--- src/rtl/cpu_pkg.sv ---
// Shared CPU definitions: fetch FSM states and the pc_src encoding driven by control.
package cpu_pkg;

    typedef enum logic [1:0] {
        FETCH = 2'd0,
        EXEC  = 2'd1,
        DATA  = 2'd2,
        HALT  = 2'd3
    } fetch_state_t;

    localparam logic [1:0] PC_SRC_SEQ    = 2'b11;
    localparam logic [1:0] PC_SRC_JUMP   = 2'b10;
    localparam logic [1:0] PC_SRC_BRANCH = 2'b01;
    localparam logic [1:0] PC_SRC_HOLD   = 2'b00;

endpackage

--- src/rtl/fetch_unit_pc_next.sv ---
// Combinational next-PC selection: sequential increment, jump, branch or hold.
module pc_next
    import cpu_pkg::*;
#(
    parameter int WIDTH  = 32,
    parameter int PC_INC = 4
) (
    input  logic [WIDTH-1:0] pc,
    input  logic [1:0]       pc_src,
    input  logic [WIDTH-1:0] branch_target,
    input  logic [WIDTH-1:0] jump_target,
    output logic [WIDTH-1:0] next_pc
);

    always_comb begin
        next_pc = pc;
        case (pc_src)
            PC_SRC_SEQ:    next_pc = pc + WIDTH'(PC_INC);
            PC_SRC_JUMP:   next_pc = jump_target;
            PC_SRC_BRANCH: next_pc = branch_target;
            default:       next_pc = pc;
        endcase
    end

endmodule

--- src/rtl/fetch_unit.sv ---
// Instruction-fetch stage: owns PC and IR, sequences FETCH/EXEC/DATA over one ready-handshaked
// memory port and halts with a sticky fault when memory stops answering.
module fetch_unit
    import cpu_pkg::*;
#(
    parameter int               WIDTH      = 32,
    parameter logic [WIDTH-1:0] RESET_PC   = '0,
    parameter int               PC_INC     = 4,
    parameter int               WAIT_LIMIT = 255
) (
    input  logic             clock,
    input  logic             reset,
    input  logic             pc_write,
    input  logic             ir_write,
    input  logic             iord,
    input  logic [1:0]       pc_src,
    input  logic [WIDTH-1:0] branch_target,
    input  logic [WIDTH-1:0] jump_target,
    input  logic [WIDTH-1:0] data_addr,
    input  logic [WIDTH-1:0] mem_rdata,
    input  logic             mem_ready,
    output logic [WIDTH-1:0] mem_addr,
    output logic             mem_req,
    output logic [WIDTH-1:0] ins,
    output logic             ins_valid,
    output logic [WIDTH-1:0] pc,
    output logic             fault
);

    localparam int CW = $clog2(WAIT_LIMIT + 1);

    fetch_state_t     state_reg;
    logic [WIDTH-1:0] pc_reg;
    logic [WIDTH-1:0] ir_reg;
    logic [CW-1:0]    wait_reg;
    logic             fault_reg;
    logic             ir_load_reg;
    logic [1:0]       src_sel;
    logic [WIDTH-1:0] next_pc;
    logic             wait_expired;

    // Completing a data access always advances sequentially, whatever control drives.
    assign src_sel      = (state_reg == DATA) ? PC_SRC_SEQ : pc_src;
    assign wait_expired = (wait_reg == CW'(WAIT_LIMIT - 1));

    pc_next #(
        .WIDTH  (WIDTH),
        .PC_INC (PC_INC)
    ) u_pc_next (
        .pc            (pc_reg),
        .pc_src        (src_sel),
        .branch_target (branch_target),
        .jump_target   (jump_target),
        .next_pc       (next_pc)
    );

    always_ff @(posedge clock) begin
        if (reset) begin
            state_reg   <= FETCH;
            pc_reg      <= RESET_PC;
            ir_reg      <= '0;
            wait_reg    <= '0;
            fault_reg   <= 1'b0;
            ir_load_reg <= 1'b1;
        end else begin
            case (state_reg)
                FETCH, DATA: begin
                    if (mem_ready) begin
                        wait_reg <= '0;
                        if (state_reg == FETCH) begin
                            if (ir_load_reg) begin
                                ir_reg <= mem_rdata;
                            end
                            state_reg <= EXEC;
                        end else begin
                            pc_reg    <= next_pc;
                            state_reg <= FETCH;
                        end
                    end else if (wait_expired) begin
                        wait_reg  <= '0;
                        fault_reg <= 1'b1;
                        state_reg <= HALT;
                    end else begin
                        wait_reg <= wait_reg + 1'b1;
                    end
                end
                EXEC: begin
                    // The last EXEC cycle's ir_write governs the next instruction fetch.
                    ir_load_reg <= ir_write;
                    if (iord) begin
                        state_reg <= DATA;
                    end else if (pc_write) begin
                        pc_reg    <= next_pc;
                        state_reg <= FETCH;
                    end
                end
                default: begin
                end
            endcase
        end
    end

    // Gating with reset abandons an in-flight access during the reset cycle itself.
    assign mem_req   = ((state_reg == FETCH) || (state_reg == DATA)) && !reset;
    assign mem_addr  = (state_reg == DATA) ? data_addr : pc_reg;
    assign ins       = ir_reg;
    assign ins_valid = (state_reg == EXEC);
    assign pc        = pc_reg;
    assign fault     = fault_reg;

endmodule
--- config.mk ---
export PLATFORM = sky130hd
export DESIGN_NAME = fetch_unit
export DESIGN_NICKNAME = d
export VERILOG_FILES = /design/src/rtl/cpu_pkg.sv /design/src/rtl/fetch_unit_pc_next.sv /design/src/rtl/fetch_unit.sv
export SDC_FILE = /design/constraint.sdc
export NUM_CORES = 1
export LEC_CHECK = 0
export CORE_UTILIZATION = 43
export DETAILED_ROUTE_END_ITERATION = 10
export GPL_ROUTABILITY_DRIVEN = 0
export PLACE_DENSITY = 0.87
export SYNTH_ARGS = -nofsm -noshare
export SYNTH_HDL_FRONTEND = slang
export SYNTH_SLANG_ARGS = --single-unit
--- constraint.sdc ---
create_clock -name clock -period 5.6 [get_ports clock]
set_input_delay 1.12 -clock clock [delete_from_list [all_inputs] [get_ports clock]]
set_output_delay 1.12 -clock clock [all_outputs]
set_load 0.005 [all_outputs]
Yosys cells after proc, flatten, opt, wreduce, memory -nomap -nowiden
Index checks and enable logic that the tools add are counted.
Word-level totals
  bits in registers: 76
  bits of input ports: 136
  output and inout port bits: 99
Cells by class
  $add $sub $neg: 2
  equal/unequal tests: 12
  muxes and demuxes: 16
  bitwise logic cells: 1
  reduce and logical (&&, ||, !) cells: 10
Operators by type and width (number)
  $mux 32: 5
  $pmux 32 s3: 1
  $pmux 32 s2: 1
  $add 32x3->32 const B: 1
  $mux 8: 2
  $mux 2: 5
  $add 8x1->8 const B: 1
  $eq 8x8->1 const B: 1
  $ne 2x2->1 const B: 4
  $eq 2x2->1 const B: 3
  $ne 3x3->1 const B: 2
  $reduce_and 3->1: 2
  $reduce_and 5->1: 1
  $eq 2x1->1 const B: 2
  $pmux 2 s2: 1
  $reduce_and 4->1: 1
  $logic_not 2->1: 1
  $reduce_bool 2->1: 1
  $reduce_or 2->1: 1
  $logic_and 1x1->1: 1
  $logic_not 1->1: 1
  $logic_or 1x1->1: 1
  $mux 1: 1
  $not 1->1: 1

Depth between registers and ports, before layout
  depth after elaboration: 7
  mapped depth: 13

Cells and area by module
From an unflattened synthesis, not the netlist that was laid out.
Unflattened totals
  cells, all modules: 591
  area total of the unflattened synthesis: 5068.6 µm²
By module, submodules not included
  fetch_unit: times used 1, cells each 399, area an instance 3477.1 µm²
  pc_next: times used 1, cells each 192, area an instance 1591.5 µm²

Least setup slack after synthesis
Ideal clock, no wire load.
  path type: input -> register
  start: input pc_src[0]
  end: register pc_reg[16] (netlist: pc[16])
  library setup time: 0.119 ns
  arrival: 2.809 ns
  slack: 2.672 ns
  stages on the path: 7
  path buffers: 3
  cells stage by stage: or2_2 > ha_1 > clkbuf_1 > clkbuf_1 > buf_1 > a31oi_1 > o221a_1
On the way
  longest elaborated chain between the ends: 6
  elaborated cells between the ends (all ways): 10
  those cells by class: 3 x eq/ne; 7 x mux
RTL lines
  start, declared: line fetch_unit.sv:16  | input logic [1:0] pc_src,
  $mux 2 *: line fetch_unit.sv:43  | assign src_sel = (state_reg == DATA) ? PC_SRC_SEQ : pc_src;
  $eq 2x1->1 / $eq 2x2->1 (equally long branches): line fetch_unit_pc_next.sv:17  | case (pc_src)
  $pmux 32 s3 *: line fetch_unit_pc_next.sv:17
  $mux 32, on equally long branches: line fetch_unit.sv:92, fetch_unit.sv:70
  $mux 32, on equally long branches: line fetch_unit.sv:90, fetch_unit.sv:68
  $pmux 32 s2 *: line fetch_unit.sv:66  | case (state_reg)
  end signal, assigned: line fetch_unit.sv:76  | pc_reg <= next_pc;
  end signal, assigned: line fetch_unit.sv:93  | pc_reg <= next_pc;
  end, declared: line fetch_unit.sv:33  | logic [WIDTH-1:0] pc_reg;
Mark *: on every way between the ends. The rest lies on a longest branch, timed or not. The select of a mux whose other input is x is not followed.
A chain may end at the register's enable or synchronous reset.

Worst setup path after layout
  start: register state_reg[1]
  end: output mem_addr[15]
On the way
  longest elaborated chain between the ends: 2
RTL lines
  start, declared: line fetch_unit.sv:32  | fetch_state_t state_reg;
  start signal, assigned: line fetch_unit.sv:59  | state_reg <= FETCH;
  start signal, assigned: line fetch_unit.sv:74  | state_reg <= EXEC;
  start signal, assigned: line fetch_unit.sv:77  | state_reg <= FETCH;
  $eq 2x2->1: line fetch_unit.sv:105  | assign mem_addr = (state_reg == DATA) ? data_addr : pc_reg;
  $mux 32: line fetch_unit.sv:105
  end, declared: line fetch_unit.sv:22  | output logic [WIDTH-1:0] mem_addr,
No other way between the ends.

==> impl_metrics.ini <==
[synth]
synth.area.top_cells = dfxtp_1 (35%), nand2_1 (8.4%), a21oi_1 (8.0%), mux2_2 (8.0%), a22oi_1 (4.0%)
yosys.area.top_type = dfxtp_1
syn-num-nets = 699
synth_area_um2 = 4370
synth_top_family_by_area = simple AND/OR/NAND/NOR gates
synth_edf_count = 0
ys_async_sr_fraction_pct = 0
syn_inst = 557
yosysWarnings = 0
synth_adder_area_share_pct = 1.72
synth.avg_cell_area_um2 = 7.84
synth_xor_xnor_area_share_pct = 0
synth-seq-area-share_pct = 34.8
synth_flop_cell = dfxtp_1
synth_compound_area_share_pct = 24.5
yosysTopAreaCellShare_pct = 34.8
ys_ff_latch = 76
synth.distinct_cells = 55
synth-simple-area-share_pct = 24.6
synth_mux_area_share_pct = 9.83

[cts]
htreeDepth = 3
cts_setup_buffers = 0
cts_hold_buffers = 0
cts_resized = 0
clk_latency_ns = 0.34
numCtsBuffers = 9
cts_tree = built
cts.path.max_buffers = 2
clk_pin_slew_ns = 0.09
numClockSinks = 76
cts_root_buf = clkbuf_8

[floorplanning]
io_pins = 235
coreArea_um2 = 9820
die_h_um = 103
fp.dieW_um = 103
start_util_pct = 44.5
dieArea_um2 = 10600
placementRows = 36

[pwr]
clockPowerShare_pct = 31.9
p_total_uw = 1480
power.density_nw_per_um2 = 211
power_frac_comb_pct = 27.7
seq_power_share_pct = 40.4
power_switching_uw = 425
irDropWorstVdd_uv = 130
p_leak_uw = 0.00251
internal-power_uw = 1060
switching_share_pct = 28.7

[place]
dp_cells = 888
post-dp-hpwl_um = 11300
port_buffers = 234
placed_cell_area_um2 = 6780

[setup_path]
required_ns = 4.48
worstSetupPathType = reg -> out
crit_fanout = 27
max_stage_delay_ns = 0.65
critPathLaunchType = register
crit_slowest_cell = nor2_4
cp-end-kind = primary output
path_cells = inv_1, nor2_4, buf_4, mux2_2, clkdlybuf4s50_1
cp.arrival_ns = 2.72

[drt]
ant_nets = 0
drcViolationCount = 0
wl_um = 15200
drt-wirelength-per-cell_um = 16.8
num_vias = 5196
drt-pass1-iter-count = 7
drtIter0Drc = 284
vias_per_cell = 5.74

[finish]
antennaDiodeCount = 0
postLayoutCellArea_um2 = 7020
nNetsFinal = 909
syn_to_final_growth_pct = 60.8
final_cells = 905
n_fill_cell = 776
drive_above_1_share_pct = 8.81

[global_routing]
grt_pass1_vias = 4792
overflow = 0
grt_usage_pct = 27.9
grt_max_degree = 71
antenna_found_initial = 0
grt_pass1_wl_um = 23100

[sta]
slew_headroom_pct = 34.2
finalMaxSlewViolations = 0
setup_tns_ns = 0
holdWs_ns = 0.455
clock_skew_ns = 0.00851
timing.fmax_mhz = 261
layout_min_cycle_time_ns = 3.84
setup_viol = 0
finalCritPeriodShare_pct = 68.5
worst_pin_slew_ns = 0.987
hold_viol_final = 0
grt_setup_unrepaired = false

[flow_run]
max_cap_violations = 0

[hold_path]
min_path_type = reg -> reg

[run_status]
status = finished clean
==> power groups by stage <==
stage / Clock, uW / Sequential [uW] / Combinational [uW]
floorplan: 0 / 603 / 181
global placement: 0 / 608 / 393
detailed placement: 0 / 611 / 404
CTS: 475 / 598 / 407
global route: 497 / 603 / 444
finish: 473 / 598 / 410
==> cells by family after synthesis <==
kind of cell,after synthesis
and+or+nand+nor,215
DFF,76
adders and majority gates,6
AOI/OAI and AO/OA,170
muxes,39
buffers and inverters,51
==> metrics by stage <==
| step | util [%] | setup slack (ns) |
|---|---|---|
| 6_report | 71.5 | 1.76 |
| 5_1_grt | 71.5 | 1.64 |
| 4_1_cts | 71.4 | 1.75 |
| 3_5_place_dp | 69.1 | 1.94 |
| 3_3_place_gp | 69.1 | 1.97 |
| 2_1_floorplan | - | 2.67 |
==> worst paths after layout <==
| kind | slack (ns) | endpoint | start | depth (start not counted) |
|---|---|---|---|---|
| worst max-delay path | 1.76 | mem_addr[15] | state_reg[1] | 5 |
| worst min register to register | 0.46 | ins[17] | ins[17] | 2 |
| worst max register to register | 2.16 | pc[22] | state_reg[1] | 9 |
| worst min-delay path | 0.46 | ins[17] | ins[17] | 2 |
==> placed cells by master, fill, tap and decap left out, types with 8 or more instances in the layout <==
cell type        synthesis  routed
clkdlybuf4s50_1          0     233
nand2_1                 98      98
dfxtp_1                 76      76
a21oi_1                 70      69
nor2_1                  36      35
mux2_2                  31      31
a22oi_1                 23      23
o21ai_0                 19      19
nand3_1                 15      15
nor3_1                  14      14
o22ai_1                 12      12
inv_1                    9       9
clkbuf_8                 0       9
nand4_1                  8       8
mux2i_1                  8       8
a221oi_1                 8       8
==> layout make-up <==
cell class | count | area, um^2 | share of cell area [%]
Sequential cell | 76 | 1520 | 21.7
Inverter | 9 | 33.8 | 0.481
Clock buffer | 9 | 124 | 1.76
Tap cell | 133 | 166 | 2.37
Clock inverter | 7 | 100 | 1.43
Timing Repair Buffer | 241 | 2400 | 34.1
Multi-Input combinational cell | 430 | 2680 | 38.2
==> critical path: cells and delay by family, from the launching register on <==
kind / cells / cell delay [ns]
buffers and inverters: 3 / 0.91
and+or+nand+nor: 1 / 0.65
DFF: 1 / 0.46
muxes: 1 / 0.35
==> per-layer routing <==
| layer | vias to the layer above | GRT usage (%) | part of all wire (%) |
|---|---|---|---|
| met5 | - | 0 | 0 |
| met4 | 0 | 10.8 | 2.1 |
| met3 | 24 | 5.15 | 9.1 |
| met2 | 292 | 50.0 | 50 |
| met1 | 2411 | 32.8 | 39 |
| li1 | 2469 | - | - |
==> synthesized netlist by cell type (6+ instances only) <==
cell type and n:
a221oi_1 8, nand3_1 15, nor2_1 36, nor3_1 14
inv_1 9, nand4_1 8, buf_1 6, o21ai_0 19
a21oi_1 70, o22ai_1 12, a211oi_1 7, mux2_2 31
mux2i_1 8, clkbuf_1 32, ha_1 6, a22oi_1 23
nand2_1 98, dfxtp_1 76
No activity file was read; power rests on OpenSTA's default activity.
